`config.mk`:
```
export PLATFORM = sky130hd
export DESIGN_NAME = id_ex_stage
export DESIGN_NICKNAME = d
export VERILOG_FILES = /design/src/rtl/riscv_pipe_pkg.sv /design/src/rtl/load_use_detector.sv /design/src/rtl/id_ex_stage.sv
export SDC_FILE = /design/constraint.sdc
export NUM_CORES = 1
export LEC_CHECK = 0
export BUFFER_PORTS_ARGS = -buffer_cell sky130_fd_sc_hd__buf_4
export CAP_MARGIN = 15
export CELL_PAD_IN_SITES_DETAIL_PLACEMENT = 0
export CELL_PAD_IN_SITES_GLOBAL_PLACEMENT = 1
export CORE_MARGIN = 3
export CORE_UTILIZATION = 36
export CTS_CLUSTER_DIAMETER = 120
export DETAILED_ROUTE_END_ITERATION = 8
export GPL_ROUTABILITY_DRIVEN = 0
export HOLD_SLACK_MARGIN = 0.1
export PLACE_DENSITY = 0.86
export SETUP_SLACK_MARGIN = 0.1
export SLEW_MARGIN = 20
export SYNTH_ARGS = -nofsm -noshare
export SYNTH_HDL_FRONTEND = slang
export SYNTH_SLANG_ARGS = --single-unit
```
`constraint.sdc`:
```
create_clock -name clk -period 2.85 [get_ports clk]
set_clock_uncertainty 0.15 [all_clocks]
set_input_delay 0.57 -clock clk [delete_from_list [all_inputs] [get_ports clk]]
set_output_delay 0.57 -clock clk [all_outputs]
set_load 0.02 [all_outputs]
```
`src/rtl/riscv_pipe_pkg.sv`:
```
// riscv_pipe_pkg: shared pipeline constants, ALU op encodings and control bundle
package riscv_pipe_pkg;

    localparam int REG_IDX_W = 5;
    localparam logic [REG_IDX_W-1:0] REG_ZERO = 5'd0;

    typedef enum logic [3:0] {
        ALU_ADD    = 4'd0,
        ALU_SUB    = 4'd1,
        ALU_SLL    = 4'd2,
        ALU_SLT    = 4'd3,
        ALU_SLTU   = 4'd4,
        ALU_XOR    = 4'd5,
        ALU_SRL    = 4'd6,
        ALU_SRA    = 4'd7,
        ALU_OR     = 4'd8,
        ALU_AND    = 4'd9,
        ALU_PASS_B = 4'd10
    } alu_op_e;

    typedef struct packed {
        logic alu_src;
        logic mem_read;
        logic mem_write;
        logic reg_write;
        logic mem_to_reg;
        logic branch;
    } ctrl_t;

    localparam ctrl_t CTRL_BUBBLE = '0;

endpackage

```
`src/rtl/load_use_detector.sv`:
```
// load_use_detector: flags an ID instruction that reads the destination of a load sitting in EX
import riscv_pipe_pkg::*;

module load_use_detector (
    input  logic                 id_valid,
    input  logic [REG_IDX_W-1:0] id_rs1,
    input  logic [REG_IDX_W-1:0] id_rs2,
    input  logic                 id_uses_rs1,
    input  logic                 id_uses_rs2,
    input  logic                 ex_valid,
    input  logic                 ex_mem_read,
    input  logic [REG_IDX_W-1:0] ex_rd,
    output logic                 hazard
);

    // x0 is never a real producer, so a load to x0 never stalls
    always_comb
        hazard = id_valid & ex_valid & ex_mem_read & (ex_rd != REG_ZERO) &
                 ((id_uses_rs1 & (id_rs1 == ex_rd)) | (id_uses_rs2 & (id_rs2 == ex_rd)));

endmodule

```
`src/rtl/id_ex_stage.sv`:
```
// id_ex_stage: ID/EX pipeline register with load-use stall, WB bypass, flush and hold
// Optional performance counters are enabled by defining ID_EX_PERF_CNT_EN.
import riscv_pipe_pkg::*;

module id_ex_stage #(
    parameter int XLEN     = 32,
    parameter int ALU_OP_W = 4
) (
    input  logic                 clk,
    input  logic                 rst_n,
    input  logic                 id_valid,
    input  logic [XLEN-1:0]      id_pc,
    input  logic [REG_IDX_W-1:0] id_rs1,
    input  logic [REG_IDX_W-1:0] id_rs2,
    input  logic [REG_IDX_W-1:0] id_rd,
    input  logic                 id_uses_rs1,
    input  logic                 id_uses_rs2,
    input  logic [XLEN-1:0]      id_rs1_data,
    input  logic [XLEN-1:0]      id_rs2_data,
    input  logic [XLEN-1:0]      id_imm,
    input  logic [ALU_OP_W-1:0]  id_alu_op,
    input  logic                 id_alu_src,
    input  logic                 id_mem_read,
    input  logic                 id_mem_write,
    input  logic                 id_reg_write,
    input  logic                 id_mem_to_reg,
    input  logic                 id_branch,
    input  logic                 wb_reg_write,
    input  logic [REG_IDX_W-1:0] wb_rd,
    input  logic [XLEN-1:0]      wb_data,
    input  logic                 flush_ex,
    input  logic                 ex_hold,
    output logic                 ex_valid,
    output logic [XLEN-1:0]      ex_pc,
    output logic [XLEN-1:0]      ex_rs1_data,
    output logic [XLEN-1:0]      ex_rs2_data,
    output logic [XLEN-1:0]      ex_imm,
    output logic [REG_IDX_W-1:0] ex_rs1,
    output logic [REG_IDX_W-1:0] ex_rs2,
    output logic [REG_IDX_W-1:0] ex_rd,
    output logic [ALU_OP_W-1:0]  ex_alu_op,
    output logic                 ex_alu_src,
    output logic                 ex_mem_read,
    output logic                 ex_mem_write,
    output logic                 ex_reg_write,
    output logic                 ex_mem_to_reg,
    output logic                 ex_branch,
    output logic                 stall_if_id
`ifdef ID_EX_PERF_CNT_EN
    ,
    output logic [31:0]          perf_stall_cnt,
    output logic [31:0]          perf_flush_cnt,
    output logic [31:0]          perf_hold_cnt
`endif
);

    logic            hazard;
    logic            load;
    logic [XLEN-1:0] rs1_fwd;
    logic [XLEN-1:0] rs2_fwd;
    ctrl_t           id_ctrl;
    ctrl_t           ex_ctrl;

    load_use_detector u_lud (
        .id_valid    (id_valid),
        .id_rs1      (id_rs1),
        .id_rs2      (id_rs2),
        .id_uses_rs1 (id_uses_rs1),
        .id_uses_rs2 (id_uses_rs2),
        .ex_valid    (ex_valid),
        .ex_mem_read (ex_mem_read),
        .ex_rd       (ex_rd),
        .hazard      (hazard)
    );

    // Next-state selection, WB bypass and stall; stall is gated off while in reset
    always_comb begin
        load        = id_valid & ~flush_ex & ~hazard;
        rs1_fwd     = (wb_reg_write && wb_rd != REG_ZERO && wb_rd == id_rs1) ? wb_data : id_rs1_data;
        rs2_fwd     = (wb_reg_write && wb_rd != REG_ZERO && wb_rd == id_rs2) ? wb_data : id_rs2_data;
        id_ctrl     = '{id_alu_src, id_mem_read, id_mem_write, id_reg_write, id_mem_to_reg, id_branch};
        stall_if_id = rst_n & (ex_hold | (hazard & ~flush_ex));
    end

    // Pipeline register: hold wins, otherwise load ID fields or a fully cleared bubble
    always_ff @(posedge clk or negedge rst_n) begin
        if (!rst_n) begin
            ex_valid    <= 1'b0;
            ex_pc       <= '0;
            ex_rs1_data <= '0;
            ex_rs2_data <= '0;
            ex_imm      <= '0;
            ex_rs1      <= '0;
            ex_rs2      <= '0;
            ex_rd       <= '0;
            ex_alu_op   <= '0;
            ex_ctrl     <= CTRL_BUBBLE;
        end else if (!ex_hold) begin
            ex_valid    <= load;
            ex_pc       <= load ? id_pc : '0;
            ex_rs1_data <= load ? rs1_fwd : '0;
            ex_rs2_data <= load ? rs2_fwd : '0;
            ex_imm      <= load ? id_imm : '0;
            ex_rs1      <= load ? id_rs1 : '0;
            ex_rs2      <= load ? id_rs2 : '0;
            ex_rd       <= load ? id_rd : '0;
            ex_alu_op   <= load ? id_alu_op : '0;
            ex_ctrl     <= load ? id_ctrl : CTRL_BUBBLE;
        end
    end

    assign ex_alu_src    = ex_ctrl.alu_src;
    assign ex_mem_read   = ex_ctrl.mem_read;
    assign ex_mem_write  = ex_ctrl.mem_write;
    assign ex_reg_write  = ex_ctrl.reg_write;
    assign ex_mem_to_reg = ex_ctrl.mem_to_reg;
    assign ex_branch     = ex_ctrl.branch;

`ifdef ID_EX_PERF_CNT_EN
    // Count which priority rule was applied on each edge
    always_ff @(posedge clk or negedge rst_n) begin
        if (!rst_n) begin
            perf_stall_cnt <= '0;
            perf_flush_cnt <= '0;
            perf_hold_cnt  <= '0;
        end else begin
            perf_hold_cnt  <= perf_hold_cnt + {31'd0, ex_hold};
            perf_flush_cnt <= perf_flush_cnt + {31'd0, ~ex_hold & flush_ex};
            perf_stall_cnt <= perf_stall_cnt + {31'd0, ~ex_hold & ~flush_ex & hazard};
        end
    end
`endif

endmodule

```
# Yosys cells after proc, flatten, opt, wreduce, memory -nomap -nowiden
# Index checks and enable logic that the tools add are counted.
# word_totals
reg_bits	154
inputBits	198
output_inout_bits	155
word_cells	49
# classes
eq_ne	4
mux	11
n_bitwise	14
reduce_logical	5
# ops
operator	n
32-bit two-way mux	6
5-bit equality test	4
5-bit two-way mux	3
1-bit bitwise AND	10
5-bit nonzero test	2
6-bit two-way mux	1
4-bit two-way mux	1
1-bit logical AND	3
1-bit inverter	2
1-bit bitwise OR	2

# Longest topological paths before layout
# Gate-level depths: netlist of run 1.
# depth
word_depth	7
ltp_mapped	8
depth_no_buf	5

# Modules after synthesis
# Synthesis of run 1 repeated with hierarchy kept, for this count alone.
# unflattened
hier_cells	570
area_unflattened_um2	6801.5
# by_module_without_submodules
module	instances	cells_per_inst	area_per_inst_um2	seq_area_each_um2
id_ex_stage	1	553	6670.1	3853.7
load_use_detector	1	17	131.4	0.0

# Worst setup path before layout of run 1
# Ideal clock, no wire load.
# synth_path
path_kind	input -> output
from	input id_rs1[1]
to	output stall_if_id
arrival_ns	1.424
required_ns	2.130
path_slack_ns	0.706
stages	5
path_buffers	0
cell_sequence	xnor2_1 -> nand4_1 -> o22ai_2 -> a31oi_1 -> nor2b_1
# synth_via
elab_chain_cells	7
# synth_lines
item	line	rtl
start, declared	id_ex_stage.sv:13	input logic [REG_IDX_W-1:0] id_rs1,
5-bit equality test	load_use_detector.sv:19	((id_uses_rs1 & (id_rs1 == ex_rd)) | (id_uses_rs2 & (id_rs2 == ex_rd)));
1-bit bitwise AND	load_use_detector.sv:19	
1-bit bitwise OR	load_use_detector.sv:19	
1-bit bitwise AND	load_use_detector.sv:18	hazard = id_valid & ex_valid & ex_mem_read & (ex_rd != REG_ZERO) &
1-bit bitwise AND	id_ex_stage.sv:82	stall_if_id = rst_n & (ex_hold | (hazard & ~flush_ex));
1-bit bitwise OR	id_ex_stage.sv:82	
1-bit bitwise AND	id_ex_stage.sv:82	
end, declared	id_ex_stage.sv:48	output logic stall_if_id
# Every way passes these cells.

# Worst setup path in the final report of run 1
# layout_path
from	register ex_rd[1]
to	output stall_if_id
# layout_via
elab_chain_cells	7
word_cells_on_any_way	11
classes_between	eq/ne: 2; bitwise: 8; reduce/logical: 1
# layout_lines
item	line	rtl
start, declared	id_ex_stage.sv:40	output logic [REG_IDX_W-1:0] ex_rd,
start signal, assigned	id_ex_stage.sv:106	ex_rd <= load ? id_rd : '0;
5-bit equality test	load_use_detector.sv:19	
1-bit bitwise AND	load_use_detector.sv:19	
1-bit bitwise OR	load_use_detector.sv:19	
1-bit bitwise AND (*)	load_use_detector.sv:18	
1-bit bitwise AND (*)	id_ex_stage.sv:82	
1-bit bitwise OR (*)	id_ex_stage.sv:82	
1-bit bitwise AND (*)	id_ex_stage.sv:82	
# Every way passes the cells marked *; elsewhere a longest branch is shown, timed or not.

==> results of run 1 <==
## cells in the final DEF (no fill, tap or decap), types with 2 or more instances in the layout
cell type	netlist	layout
buf_4	0	355
dfrtp_1	154	152
a22o_1	89	89
nand2_1	68	68
mux2i_1	64	64
o21ai_1	60	60
clkbuf_16	0	17
xnor2_1	16	15
buf_12	0	6
xor2_1	4	4
o21ai_0	4	4
inv_6	0	4
nand3_1	3	3
clkinvlp_4	0	3
nand4_1	2	2
nor4_4	2	2
clkinv_4	0	2
bufinv_16	0	2
inv_8	0	2
dfrtp_2	0	2
## routing by layer
| layer | routed length (um) | vias up |
|---|---|---|
| met3 | 1980 | 22 |
| met2 | 10400 | 251 |
| met4 | 351 | 0 |
| met1 | 8480 | 2642 |
| met5 | 0 | - |
| li1 | - | 2562 |
## what timing repair did
item	in CTS	in global routing
gates resized for setup	2	3
buffers inserted	0	1
pin swaps	0	2
setup endpoints to repair	1	1
hold buffers	0	0
## final timing paths
kind | end | slack (ps) | startpoint
worst max-delay path | stall_if_id | 190 | ex_rd[1]$_DFFE_PN0N_
worst min-delay path | ex_rs2_data[0]$_DFFE_PN0N_ | 50 | rst_n
worst max register to register | ex_pc[7]$_DFFE_PN0N_ | 790 | ex_rd[1]$_DFFE_PN0N_
worst min register to register | ex_rs1_data[29]$_DFFE_PN0N_ | 340 | ex_rs1_data[29]$_DFFE_PN0N_
max in group asynchronous | ex_rd[1]$_DFFE_PN0N_ | 1660 | rst_n
min in group clk | ex_imm[12]$_DFFE_PN0N_ | 210 | id_imm[12]
## power by group through the flow
stage          sequential, mW  combinational (mW)  clock (mW)
3_3_place_gp             2.42               0.940           0
2_1_floorplan            2.57               0.237           0
3_5_place_dp             2.43               0.946           0
4_1_cts                  2.39               0.950        2.34
5_1_grt                  2.40                1.01        2.45
6_report                 2.39               0.938        2.29
## area by class of cell
cell class / instances / area, um^2
flip-flops and latches: 154 / 3860
inverters: 1 / 3.75
repair buffers: 362 / 2800
fillers: 1503 / 7460
clock buffers: 18 / 439
clock inverters: 13 / 158
multi-input cells: 323 / 2360
well taps: 225 / 282
## cells by family after synthesis
family / after synthesis
xor gates and xnor gates: 20
muxes: 64
AOI/OAI and AO/OA: 159
and+or+nand+nor: 80
DFF: 154
buffers and inverters: 41
## worst max-delay path, cell delays in order, from the launching register on
cell and delay [ps]:
dfrtp_2 460, xnor2_1 180, nand4_1 160, o22ai_4 280, a31oi_2 170, nor2b_1 140
buf_4 150
## cells in the mapped netlist (all sizes together)
master  instances  area (um^2)
nand2          68          255
nor2            1         3.75
nand4           2         12.5
nor3b           1         7.51
a22o           89          780
clkbuf         22         82.6
nor4            2         42.5
nor3            1         5.00
mux2i          64          641
a21oi           1         5.00
nor2b           1         6.26
buf            18          134
o21ai          65          337
inv             1         3.75
a21bo           1         10.0
o22ai           1         12.5
nand3           3         15.0
xor2            4         35.0
or4             1         11.3
xnor2          16          140
dfrtp         154         3850
a31oi           1         6.26
a21boi          1         7.51
==> impl_metrics.csv, run 1 <==
group,metric,value,unit
run_status,run_status,"finished clean",
setup_path,cp_max_fo,5,
setup_path,crit_arrival,1940,ps
synthesis,ys_seq_area_share,60.2,%
synthesis,yosysUniqueCellTypes,26,
finish,num_antenna_cells,0,
clock_network,clock_path_buffers,2,
clock_network,clock_sinks,154,
placement,place_ws,281,ps
grt,top_usage_layer,"met2",
synthesis,synth_cells,518,
detailed_routing,detail_route.wl_per_cell,19.4,um
power_and_ir_drop,clock_power_share,40.8,%
power_and_ir_drop,p_leak,4.89,nW
synthesis,synth_nets,716,
floorplanning,num_rows,48,
power_and_ir_drop,pwr-share-seq,42.5,%
grt,antenna_found_initial,0,
synthesis,yosys.area_share.xor_xnor,2.73,%
synthesis,synth_fa_ha_area_share,0,%
clock_network,clk_transition_reported_paths,60,ps
placement,place_hpwl,15000,um
timing,setup_viol,0,
finish,drive_gt1_share,46.4,%
detailed_routing,drt_wl_total,21200,um
finish,final_util,57.0,%
placement,numPortBuffers,352,
clock_network,h-tree-depth,4,
timing,rsz0062_at_grt,"false",
timing,fin_tns_setup,0,ps
synthesis,synth_top_family_by_area,"compound AO/OA/AOI/OAI gates",
clock_network,insertion_delay,420,ps
setup_path,cp-end-kind,"output port",
timing,fin_ws,187,ps
hold_path,hp-class,"in -> async",
grt,grt_pass1_vias,5706,
power_and_ir_drop,p_comb_share,16.7,%
synthesis,synth-simple-area-share,5.61,%
placement,placed_area,9270,um^2
setup_path,worst-setup-path-type,"reg -> out",
grt,grt_pass1_wl,32600,um
finish,stdcell_area,9900,um^2
power_and_ir_drop,p_sw,1.51,mW
synthesis,synth-seq-cells,154,
detailed_routing,viasPerCell,5.00,
floorplanning,io_pins,353,
timing,fmax,376,MHz
finish,finalNetCount,1057,
setup_path,r2r_cells,7,
grt,grt_start_max_net_pins,155,
finish,area_delta_synth_final,54.5,%
grt,grt.met3_usage,7.56,%
synthesis,syn_avg_cell_area,12.4,um^2
clock_network,cts_root_buffer,"clkbuf_16",
detailed_routing,drc_errors,0,
synthesis,synthMuxAreaShare,10.0,%
floorplanning,core_region_area,17400,um^2
clock_network,numCtsBuffers,17,
timing,slew_headroom,37.6,%
power_and_ir_drop,finalPower,5.61,mW
synthesis,syn_area,6410,um^2
run,maxCapViolCount,0,
detailed_routing,vias,5477,
grt,grt_util_all_layers,21.3,%
synthesis,synth-compound-area-share,18.1,%
timing,layout_worst_path_cycle_share,93.4,%
setup_path,critPathLaunchType,"register",
detailed_routing,detail-route-antenna-nets,0,
floorplanning,chipWidth,139,um
timing,fin_crit,2660,ps
synthesis,synth_warnings,0,
power_and_ir_drop,peakVddDrop,0.399,mV
floorplanning,dieHeight,139,um
power_and_ir_drop,p_sw_share,26.8,%
floorplanning,initial_core_util,36.9,%
timing,maxSlewViolCount,0,
grt,use_met2,35.1,%
clock_network,cts_tree,"done",
finish,layoutNonFillerInstCount,1096,
power_and_ir_drop,p_int,4.11,mW
grt,grt_use_met1,27.0,%
grt,grt_overflow_total,0,
timing,worstMarginPinSlew,936,ps
timing,whs,51.8,ps
power_and_ir_drop,power_density,567,nW/um^2
detailed_routing,initialDrtViolationCount,276,
setup_path,worstPathRequired,2130,ps
floorplanning,dieArea,19400,um^2
detailed_routing,first_pass_iters,4,
placement,place_inst,1064,
timing,finalHoldViolations,0,
Power figures use the tool's default switching activity.
==> run 2: changes to the inputs <==
CORE_MARGIN = 4   (was 3)
CORE_UTILIZATION = 30   (was 36)
PLACE_DENSITY = 0.76   (was 0.86)
clock period = 2.4 ns   (was 2.85 ns; I/O delays follow)
==> run 2 against run 1 <==
Compared with the run above:
- first-iteration DRC count fell by 15%
- critical path depth did not move
- largest power group unchanged
- clock power rose by 19%
- non-clock buffer count rose by 14
- the flow now finishes with violations (setup timing)
- largest cell class unchanged
- combinational power rose by 22%
- power rose by 19%
- die area rose by 22%
- via count rose by 0.42%
- critical path type unchanged
==> impl_metrics.csv, run 2 (synthesis results as in run 1) <==
group,metric,value,unit
setup_path,critPathLaunchType,"register",
detailed_routing,viasPerCell,4.74,
setup_path,cp-end-kind,"output port",
grt,grt_overflow_total,0,
clock_network,cts_tree,"done",
finish,layout_common_cells,"buf_4 (367), dfrtp_1 (149), a22o_1 (89), nand2_1 (68), mux2i_1 (64)",
grt,grt_util_all_layers,18.3,%
detailed_routing,detail-route-antenna-nets,0,
timing,layout_worst_path_cycle_share,103,%
placement,numPortBuffers,352,
floorplanning,dieHeight,154,um
floorplanning,chipWidth,154,um
finish,drive_gt1_share,47.6,%
floorplanning,initial_core_util,30.5,%
finish,finalNetCount,1071,
run_status,run_status,"complete, but fails checks",
grt,grt_pass1_vias,5796,
timing,slew_headroom,43.4,%
clock_network,h-tree-depth,4,
timing,rsz0062_at_grt,"true",
finish,fill_cells,1996,
timing,fmax,406,MHz
floorplanning,dieArea,23800,um^2
grt,grt.met3_usage,6.67,%
grt,top_usage_layer,"met2",
floorplanning,core_region_area,21000,um^2
finish,final_common_cell,"buf_4",
grt,grt_start_max_net_pins,155,
placement,place_hpwl,16100,um
power_and_ir_drop,peakVddDrop,0.396,mV
finish,final_util,48.0,%
floorplanning,num_rows,53,
finish,area_delta_synth_final,57.5,%
detailed_routing,vias,5500,
run_status,failed_checks,"setup timing",
timing,fin_ws,-65.7,ps
power_and_ir_drop,finalPower,6.70,mW
timing,fin_crit,2470,ps
clock_network,clock_sinks,154,
power_and_ir_drop,power_density,664,nW/um^2
detailed_routing,first_pass_iters,4,
timing,whs,54.6,ps
setup_path,crit_arrival,1840,ps
setup_path,worstPathRequired,1770,ps
clock_network,cts_root_buffer,"clkbuf_16",
clock_network,clk_transition_reported_paths,70,ps
clock_network,clock_path_buffers,2,
grt,use_met2,30.4,%
placement,place_ws,97.5,ps
grt,grt_use_met1,23.0,%
run,maxCapViolCount,0,
grt,grt_pass1_wl,34200,um
setup_path,cp_max_fo,4,
finish,num_antenna_cells,0,
floorplanning,io_pins,353,
setup_path,worst-setup-path-type,"reg -> out",
clock_network,numCtsBuffers,17,
detailed_routing,drt_wl_total,22400,um
detailed_routing,detail_route.wl_per_cell,19.3,um
clock_network,insertion_delay,410,ps
timing,setup_viol,1,
timing,finalHoldViolations,0,
power_and_ir_drop,p_leak,4.95,nW
detailed_routing,drc_errors,0,
detailed_routing,initialDrtViolationCount,235,
timing,worstMarginPinSlew,848,ps
timing,maxSlewViolCount,0,
grt,antenna_found_initial,0,
hold_path,hp-class,"in -> async",
## run 2: cell type report
class                      count  area, um^2  share of cell area (%)
clock inverter                13         156                    1.55
clock buffer                  19         433                    4.29
tap                          275         344                    3.41
inverter                       1        3.75                  0.0372
multi-input combinational    323        2370                    23.5
sequential                   154        3860                    38.3
timing repair buffer         376        2920                    28.9
## run 2: repair_timing
action,in CTS,in global routing
buffers inserted,9,1
hold buffers,0,1
endpoints found under the hold margin,0,1
gates resized for setup,9,1
pin swaps,8,1
endpoints found under the setup margin,1,1
## run 2: worst max-delay path: stages (launching register included)
cell     delay (ps)
dfrtp_2         450
xnor2_2         150
nand4_1         130
o22ai_2         210
a31oi_2         150
nor2b_1         170
buf_4           160
## run 2: final timing paths
path | from | endpoint | slack, ps | cells after the start
worst min-delay path | rst_n | ex_imm[5]$_DFFE_PN0N_ | 50 | 2
worst max register to register | ex_rd[4]$_DFFE_PN0N_ | ex_pc[4]$_DFFE_PN0N_ | 230 | 9
worst min register to register | ex_rs2_data[4]$_DFFE_PN0N_ | ex_rs2_data[4]$_DFFE_PN0N_ | 340 | 2
min in group clk | id_imm[17] | ex_imm[17]$_DFFE_PN0N_ | 130 | 2
worst max-delay path | ex_rd[4]$_DFFE_PN0N_ | stall_if_id | -70 | 6
max in group asynchronous | rst_n | ex_rd[4]$_DFFE_PN0N_ | 1410 | 2
## run 2: report_power, final
| part | switching [mW] | internal, mW |
|---|---|---|
| clock | 1.16 | 1.56 |
| combinational | 0.571 | 0.564 |
| sequential | 0.0931 | 2.74 |
| total | 1.83 | 4.87 |
## run 2: routing by layer
| metal | up-vias | wire length [um] |
|---|---|---|
| li1 | 2587 | - |
| met1 | 2655 | 9190 |
| met2 | 242 | 11000 |
| met3 | 16 | 1990 |
| met4 | 0 | 244 |
| met5 | - | 0 |
## run 2: metrics by stage
stage          cell area, um^2  cells  TNS, ps
6_report                 10100   1161    -65.7
5_1_grt                  10100   1161     -157
3_5_place_dp              9380   1118        0
4_1_cts                  10100   1159    -84.5
3_3_place_gp              9380   1118        0
2_1_floorplan             6410    518        0
==> run 3: changes to the inputs <==
CAP_MARGIN = unset   (was 15)
PLACE_DENSITY = 0.85   (was 0.76)
==> run 3 against run 2 <==
Compared with the run above:
- the run ends with hold timing, setup timing left
- combinational power hardly changed
- power is 0.40% lower
- fmax is 1.4% higher
- via count is 3.1% higher
- cell area is 0.74% higher
- core utilization is 0.36 points higher
- setup slack better by 34 ps
- critical endpoint unchanged
- sequential share of layout area is 0.28 points lower
- routed wire length is 1.8% lower
==> impl_metrics.csv, run 3 (synthesis results as in run 1) <==
group,metric,value,unit
grt,grt.met3_usage,6.08,%
grt,grt_use_met1,23.9,%
finish,finalNetCount,1080,
placement,numPortBuffers,352,
timing,setup_viol,1,
floorplanning,initial_core_util,30.5,%
grt,top_usage_layer,"met2",
detailed_routing,viasPerCell,4.85,
finish,num_antenna_cells,0,
grt,use_met2,28.4,%
run,maxCapViolCount,0,
detailed_routing,drc_errors,0,
clock_network,clk_transition_reported_paths,70,ps
clock_network,cts_root_buffer,"clkbuf_16",
clock_network,h-tree-depth,4,
floorplanning,core_region_area,21000,um^2
timing,fin_ws,-31.9,ps
setup_path,worst-r2r-setup-slack,220,ps
setup_path,r2r_start,"ex_rd[1]$_DFFE_PN0N_",
detailed_routing,initialDrtViolationCount,256,
setup_path,r2r_cells,8,
timing,worstMarginPinSlew,977,ps
finish,layout_common_cells,"buf_4 (376), dfrtp_1 (149), a22o_1 (89), nand2_1 (68), mux2i_1 (64)",
floorplanning,dieArea,23800,um^2
setup_path,cp-end-kind,"output port",
run_status,failed_checks,"hold timing, setup timing",
finish,stdcell_area,10200,um^2
setup_path,worstPathRequired,1770,ps
timing,slew_headroom,34.9,%
grt,grt_pass1_wl,33700,um
timing,rsz0062_at_grt,"true",
timing,whs,-7.23,ps
clock_network,insertion_delay,410,ps
clock_network,clock_sinks,154,
floorplanning,num_rows,53,
detailed_routing,drt_wl_total,22000,um
clock_network,clock_path_buffers,2,
grt,grt_overflow_total,0,
floorplanning,io_pins,353,
setup_path,critPathLaunchType,"register",
hold_path,hp-class,"in -> async",
placement,place_ws,-408,ps
detailed_routing,vias,5669,
setup_path,startpoint,"ex_rd[1]$_DFFE_PN0N_",
setup_path,critPathCapture,"stall_if_id",
placement,placed_area,9420,um^2
detailed_routing,detail_route.wl_per_cell,18.8,um
setup_path,cp_max_fo,4,
timing,maxSlewViolCount,0,
grt,grt_pass1_vias,5743,
grt,grt_util_all_layers,17.9,%
detailed_routing,first_pass_iters,4,
clock_network,numCtsBuffers,17,
timing,layout_worst_path_cycle_share,101,%
grt,antenna_found_initial,0,
setup_path,crit_arrival,1800,ps
placement,place_hpwl,15800,um
finish,area_delta_synth_final,58.6,%
timing,finalHoldViolations,1,
clock_network,hold_buffers,0,
grt,grt_start_max_net_pins,155,
finish,final_common_cell,"buf_4",
power_and_ir_drop,peakVddDrop,0.390,mV
finish,drive_gt1_share,48.4,%
detailed_routing,detail-route-antenna-nets,0,
setup_path,worst-setup-path-type,"reg -> out",
timing,fin_tns_setup,-31.9,ps
power_and_ir_drop,power_density,656,nW/um^2
floorplanning,dieHeight,154,um
run_status,run_status,"complete, but fails checks",
clock_network,cts_tree,"done",
timing,fin_crit,2430,ps
power_and_ir_drop,p_leak,5.02,nW
timing,fmax,411,MHz
floorplanning,chipWidth,154,um
setup_path,r2r_end,"ex_rs2_data[0]$_DFFE_PN0N_",
==> run 3: layout make-up <==
class / instances / area (um^2)
multi-input combinational: 323 / 2370
tap: 275 / 344
clock inverter: 13 / 134
clock buffer: 19 / 453
inverter: 1 / 3.75
fill: 1923 / 10900
timing repair buffer: 385 / 2990
sequential: 154 / 3860
==> run 3: metal layers <==
metal / vias to the layer above / routed length [um] / part of all wire, %
li1: 2607 / - / -
met1: 2790 / 9250 / 42
met2: 256 / 10600 / 48
met3: 16 / 1950 / 8.9
met4: 0 / 241 / 1.1
met5: - / 0 / 0
==> run 3: how the worst min path moves through the flow <==
stage	slack, ps	from	cells past startpoint	endpoint
2_1_floorplan	30	rst_n	0	ex_alu_op[0]$_DFFE_PN0N_
3_3_place_gp	320	ex_rs1_data[29]$_DFFE_PN0N_	2	ex_rs1_data[29]$_DFFE_PN0N_
3_5_place_dp	330	ex_rs2_data[1]$_DFFE_PN0N_	2	ex_rs2_data[1]$_DFFE_PN0N_
4_1_cts	110	id_pc[27]	2	ex_pc[27]$_DFFE_PN0N_
5_1_grt	100	id_imm[25]	2	ex_imm[25]$_DFFE_PN0N_
6_report	-7	rst_n	2	ex_rs2_data[4]$_DFFE_PN0N_
==> run 3: repair_timing <==
item                                    CTS  global route
endpoints found under the setup margin   30             1
resized for setup                         5             4
cloned                                    0             0
pin swaps                                 9             1
buffers inserted                          9             3
==> run 3: power by group <==
group	internal, mW	total (mW)	switching (mW)
sequential	2.74	2.84	0.0940
clock	1.51	2.69	1.18
combinational	0.573	1.15	0.572
==> run 3: per-stage QoR <==
stage	utilization, %	instances	power, mW
final	48.3	1170	6.67
after global placement	44.8	1126	4.01
after CTS	48.1	1167	6.75
after global routing	48.3	1170	6.97
after floorplan	-	518	3.33
after detailed placement	44.8	1126	4.02
==> run 3: critical path, stage by stage (launching register included) <==
cell and delay (ps):
dfrtp_2 450, xnor2_2 160, nand4_1 130, o22ai_2 260
a31oi_1 110, nor2b_1 130, buf_4 160
